[config.mk]
export PLATFORM = sky130hd
export DESIGN_NAME = mem_responder
export DESIGN_NICKNAME = d
export VERILOG_FILES = /design/src/rtl/mem_responder.sv
export SDC_FILE = /design/constraint.sdc
export NUM_CORES = 1
export LEC_CHECK = 0
export CAP_MARGIN = 5
export CORE_MARGIN = 3
export CORE_UTILIZATION = 39
export CTS_BUF_LIST = sky130_fd_sc_hd__clkbuf_4 sky130_fd_sc_hd__clkbuf_8 sky130_fd_sc_hd__clkbuf_16
export DETAILED_ROUTE_END_ITERATION = 16
export PLACE_DENSITY = 0.77
export RECOVER_POWER = 100
export SLEW_MARGIN = 10
export SYNTH_ARGS = -nofsm -noshare
export SYNTH_HDL_FRONTEND = slang
export SYNTH_SLANG_ARGS = --single-unit
[constraint.sdc]
create_clock -name clk -period 1.25 [get_ports clk]
set_input_delay 0.1875 -clock clk [delete_from_list [all_inputs] [get_ports clk]]
set_output_delay 0.1875 -clock clk [all_outputs]
set_load 0.01 [all_outputs]
[src/rtl/mem_responder.sv]
// Serial memory responder: decodes 2-bit/cycle read and write requests, strobes a
// 16-bit memory port and serialises read replies. Define MEM_RESPONDER_WRITE_ACK_EN to add a write ACK.
module mem_responder (
    input  logic        clk,
    input  logic        reset,
    input  logic [1:0]  rx_pins,
    output logic [1:0]  tx_pins,
    output logic [15:0] mem_addr,
    output logic [15:0] mem_wdata,
    output logic        mem_we,
    output logic        mem_re,
    input  logic [15:0] mem_rdata,
    output logic        busy
);

    typedef enum logic [2:0] {
        IDLE,
        ADDR,
        WDATA,
        MEM,
        REPLY_START,
        REPLY_DATA
`ifdef MEM_RESPONDER_WRITE_ACK_EN
        , ACK
`endif
    } state_t;

    localparam logic [1:0] HDR_READ  = 2'b01;
    localparam logic [1:0] HDR_WRITE = 2'b10;

    state_t      state;
    state_t      next_state;
    logic [2:0]  cnt;
    logic        is_write;
    logic [15:0] reply;

    // Strobes and tx_pins decode straight from state, so a reset edge zeroes them
    // in the same cycle that IDLE is entered.
    always_comb begin
        // NOTE: every output of this block gets a default first so no path infers a latch.
        next_state = state;
        tx_pins    = 2'b00;
        mem_we     = 1'b0;
        mem_re     = 1'b0;
        case (state)
            IDLE: begin
                if (rx_pins == HDR_READ || rx_pins == HDR_WRITE)
                    next_state = ADDR;
            end
            ADDR: begin
                if (cnt == 3'd7)
                    next_state = is_write ? WDATA : MEM;
            end
            WDATA: begin
                if (cnt == 3'd7)
                    next_state = MEM;
            end
            MEM: begin
                if (is_write) begin
                    mem_we = 1'b1;
`ifdef MEM_RESPONDER_WRITE_ACK_EN
                    next_state = ACK;
`else
                    next_state = IDLE;
`endif
                end else begin
                    mem_re     = 1'b1;
                    next_state = REPLY_START;
                end
            end
            REPLY_START: begin
                tx_pins    = 2'b01;
                next_state = REPLY_DATA;
            end
            REPLY_DATA: begin
                tx_pins = reply[1:0];
                if (cnt == 3'd7)
                    next_state = IDLE;
            end
`ifdef MEM_RESPONDER_WRITE_ACK_EN
            ACK: begin
                tx_pins    = 2'b10;
                next_state = IDLE;
            end
`endif
            default: next_state = IDLE;
        endcase
    end

    assign busy = (state != IDLE);

    always_ff @(posedge clk) begin
        // NOTE: state uses non-blocking assignments so every register samples pre-edge values.
        if (reset) begin
            state     <= IDLE;
            cnt       <= 3'd0;
            is_write  <= 1'b0;
            mem_addr  <= 16'h0000;
            mem_wdata <= 16'h0000;
            reply     <= 16'h0000;
        end else begin
            state <= next_state;
            case (state)
                IDLE: begin
                    cnt <= 3'd0;
                    if (rx_pins == HDR_READ || rx_pins == HDR_WRITE)
                        is_write <= (rx_pins == HDR_WRITE);
                end
                // Pairs arrive LSB first, so shift in from the top; the 3-bit count wraps 7->0 on exit.
                ADDR: begin
                    mem_addr <= {rx_pins, mem_addr[15:2]};
                    cnt      <= cnt + 3'd1;
                end
                WDATA: begin
                    mem_wdata <= {rx_pins, mem_wdata[15:2]};
                    cnt       <= cnt + 3'd1;
                end
                REPLY_START: begin
                    reply <= mem_rdata;
                    cnt   <= 3'd0;
                end
                REPLY_DATA: begin
                    reply <= {2'b00, reply[15:2]};
                    cnt   <= cnt + 3'd1;
                end
                default: ;
            endcase
        end
    end

endmodule

; Word level (Yosys, flattened, before mapping)
; Index checks and enable logic that the tools add are counted.
[word_totals]
input_bits = 20
latchBits = 0
regBits = 55
mem_bits_ro = 0
mem_bits_rw = 0
n_memories = 0
[classes]
n_reduce_logical = 9
addsub = 1
n_div = 0
n_lt_le_gt_ge = 0
eq_ne = 12
muxes = 14
bitwise_logic = 0
n_shift = 0
n_mul = 0
[op_table]
columns = operator, n
row1 = $pmux 16 s2, 1
row2 = $pmux 3 s6, 1
row3 = $mux 3, 5
row4 = $eq 3x3->1 const B, 3
row5 = $ne 2x2->1 const B, 4
row6 = $eq 3x2->1 const B, 2
row7 = $pmux 3 s2, 1
row8 = $mux 1, 5
row9 = $pmux 2 s2, 1
row10 = $reduce_and 4->1, 1
row11 = $reduce_bool 2->1, 2
row12 = $add 3x1->3 const B, 1
row13 = $eq 3x1->1 const B, 1
row14 = $logic_not 3->1, 1
row15 = $reduce_bool 3->1, 1
row16 = $reduce_or 3->1, 1
row17 = $eq 2x1->1 const B, 1
row18 = $eq 2x2->1 const B, 1
row19 = $reduce_and 2->1, 1
row20 = $reduce_or 2->1, 1
row21 = $logic_or 1x1->1, 1

; Depth between registers and ports, before layout
[logic_depth]
word_depth = 4
ltp_mapped = 6
ltp_nobuf = 5

; Least setup slack after synthesis
; OpenSTA, ideal clock, no wires.
[synth_path]
path_kind = register to register
from = reg state[1]
to = reg mem_addr[0]
path_slack_ps = -33
path_buffers = 3
stages_incl_launch_ff = 7
arrival_ps = 1151
cell_sequence = dfxtp_1 -> buf_6 -> or3b_1 -> buf_2 -> buf_6 -> nand2_1 -> a21oi_1
[synth_via]
elab_chain_cells = 1
[synth_rtl]
columns = item, line_no
row1 = from (decl), 31  ; state_t state;
row2 = from (signal assigned), 102  ; state <= next_state;
row3 = $eq 3x1->1, 103  ; case (state)
row4 = to (signal assigned), 111  ; mem_addr <= {rx_pins, mem_addr[15:2]};
row5 = to (decl), 8  ; output logic [15:0] mem_addr,
; No other way between the ends.
; A chain may end at the register's enable or synchronous reset.

; Worst setup path after layout
[layout_path]
from = reg state[0]
to = reg mem_wdata[0]
[layout_via]
elab_chain_cells = 1
[layout_rtl]
columns = item, line_no
row1 = $eq 3x2->1, 103
row2 = to (signal assigned), 115  ; mem_wdata <= {rx_pins, mem_wdata[15:2]};
row3 = to (decl), 9  ; output logic [15:0] mem_wdata,
; No other way between the ends.

==> results by group <==
Synth
  – Main synth FF type: dfxtp_1
  – Synth cell types: 28
  – Post-synth ARST share: 0%
  – Post-synth top area share: 47.01%
  – Syn Inst Count: 249
  – Area contributors post-synth: dfxtp_1, mux2i_1, a211oi_2
  – Synthesis Warnings: 0
  – Post-synth EDFFs: 0
  – Top-count cell post-synth: dfxtp_1
  – Sequential share of the synthesized area: 47.01%
  – Post-Syn Nets: 272
  – Yosys top cell by area: dfxtp_1
  – Synth Area per Inst: 9.407 sq um
  – Yosys reg bits: 55
  – Top post-synthesis cells by count: dfxtp_1, nand2_1, nor2_1
  – Area of the mapped netlist: 2342 sq um

Layout
  – Design Area, Final: 3426 sq um
  – Area of the multi-input gates: 1244 sq um
  – Post-layout net count: 347
  – Filler Cells Inserted: 488
  – Inserted Diodes: 0
  – Reg area: 1114 sq um
  – Share of cells above drive strength 1: 29.01%
  – Area growth syn-to-layout: 46.26%
  – Non-Filler Instances: 396

Detailed routing
  – Post-DRT Antenna Nets: 0
  – Vias per cell: 5.071
  – Initial DRT Pass Iterations: 4
  – Detailed Route WL: 5881 um
  – Routed via count: 2008
  – Avg WL per Cell: 14.85 um
  – Initial DRC Count: 103
  – DRC Markers: 0

Placement
  – DP HPWL: 3446 um
  – Placer Congestion: 0.7366
  – PortBufs: 56
  – Post-Place Cells: 376
  – Placed inst area: 3057 sq um

Timing
  – Worst hold slack: 321.4 ps
  – Fmax: 715.9 MHz
  – Final setup viols: 40
  – Final setup margin: -146.8 ps
  – Unrepaired setup endpoints after global routing: yes
  – Post-Route Setup TNS: -4151 ps
  – Skew final: 7.586 ps
  – Max_slew headroom: 80.85%
  – Final Slew Violations: 0
  – Min cycle time layout: 1397 ps
  – Final hold vios: 0
  – Final Cycle Share: 111.7%
  – Actual slew at the worst max-slew pin: 287.3 ps

Setup path
  – CP cell instances: buf_6 -> nor3b_4 -> buf_6 -> buf_12 -> mux2i_1 -> nor2_1
  – Max stage delay on crit path: 370 ps
  – Worst path slowest cell: dfxtp_4
  – Worst-path fanout max: 5
  – CP most frequent cell: buf_6
  – CP arrival: 1590 ps
  – Worst setup SP type: flip-flop
  – Buf/Inv on CP: 3
  – Crit path kind: reg2reg
  – Critical path endpoint category: flip-flop
  – CP Data Required Time: 1440 ps
  – Top delay family on crit path: buffers and inverters

Floorplanning
  – Core area: 5642 sq um
  – # rows: 27
  – Die Ht: 83.50 um
  – Chip width: 83.50 um
  – Initial Utilization: 41.52%
  – Die area: 6971 sq um
  – Num ports: 57

Clocking
  – CTS buffer count: 5
  – H-tree depth: 2
  – Max clock buf depth: 2
  – Hold Buf Count CTS: 0
  – CTS tree: yes
  – Clk slew on worst S/H paths: 90 ps
  – # clock sinks: 55
  – Clk Tree Root Cell: clkbuf_8
  – Clock insertion delay at the later pin of the skew report: 310 ps

Power and ir drop
  – Leak: 0.001351 uW
  – Worst vdd rail ir drop: 0.4758 mV
  – Pwr Density: 937.0 nW/um^2

Global route
  – Largest net degree at the start of global routing: 56
  – Vias in the first global route: 2016
  – Gr ovfl total: 0
  – Initial antenna violation count: 0
  – Tot GR Track Use: 16.98%
  – First-pass GRT wire length: 9770 um

Run
  – Max-cap violations: 0

Hold path
  – HP Class: in2reg

Run status
  – Failing checks: setup timing
  – Status: finished with violations
metal layers:
layer / GRT usage (%) / part of all wire (%)
met1: 21.42 / 45
met2: 28.28 / 50
met3: 3.751 / 3.3
met4: 6.579 / 1.9
met5: 0 / 0
power breakdown:
group | total, uW | switching (uW) | internal [uW]
registers | 1780 | 14.8 | 1760
clock network | 1000 | 554 | 447
logic | 432 | 201 | 232
total | 3210 | 769 | 2440
logic make-up (layout without fill, tap and decap cells):
group                    Yosys count  after routing  share of synthesized area, %
AND/OR/NAND/NOR                   88             88                         17.31
buffers and inverters             25            100                         6.250
multiplexers                      30             30                         12.82
AO/OA/AOI/OAI                     48             48                         15.01
adder cells (fa/ha/maj)            3              3                         1.603
flip-flops                        55             55                         47.01
area by class of cell:
| type | count | share of cell area (%) |
|---|---|---|
| Tap cell | 72 | 2.630 |
| Inverter | 3 | 0.3287 |
| Sequential cell | 55 | 32.51 |
| Timing Repair Buffer | 90 | 25.57 |
| Multi-Input combinational cell | 169 | 36.30 |
| Clock inverter | 1 | 0.2557 |
| Clock buffer | 6 | 2.411 |
state kept, by name (all words and copies together) (netlist names):
register and cells:
cnt 3, mem_addr 16, state 3, reply 16, mem_wdata 16, is_write 1
worst register-to-register path, delay by kind of cell, from the launching register on:
kind	cells	cell delay (ps)
multiplexers	1	190
flip-flops	1	370
buffers and inverters	3	420
AND/OR/NAND/NOR	2	310
worst paths after layout:
check	from	end	slack, ps	depth (start not counted)
setup / recovery	state[0]	mem_wdata[0]	-150	6
hold / removal	reset	mem_wdata[4]	320	3
setup reg to reg	state[0]	mem_wdata[0]	-150	6
hold reg to reg	mem_addr[0]	mem_addr[0]	460	2
placed cells by master, fill, tap and decap left out, types with 2 or more instances in the layout:
cell type         n
dfxtp_1          51
nor2_1           32
dlygate4sd2_1    32
nand2_1          29
mux2i_1          25
a21oi_1          18
clkdlybuf4s50_1  17
buf_6            16
buf_4            14
a211oi_2         12
a21oi_2           7
nand2_2           7
clkbuf_8          6
nand3_1           5
a31oi_1           4
nand3b_1          4
buf_2             4
mux2i_2           3
a211oi_1          3
buf_12            3
dfxtp_4           3
inv_1             2
nor2_4            2
mux2i_4           2
nor3b_4           2
o211ai_1          2
ha_4              2
what timing repair did:
action                                  in CTS  in global routing
pin swaps                                   24                 17
gates cloned                                 4                  0
gates resized for setup                     93                 31
endpoints found under the setup margin      83                 57
buffers inserted                            10                  2
per-stage QoR:
step	setup slack [ps]	power, uW	util [%]
CTS	-178.8	3223	60.08
global route	-210.7	3339	60.72
finish	-146.8	3210	60.72
detailed placement	-252.4	2153	54.18
global placement	-236.3	2150	54.18
floorplan	-8.996	2010	-
Power figures use the tool's default switching activity.
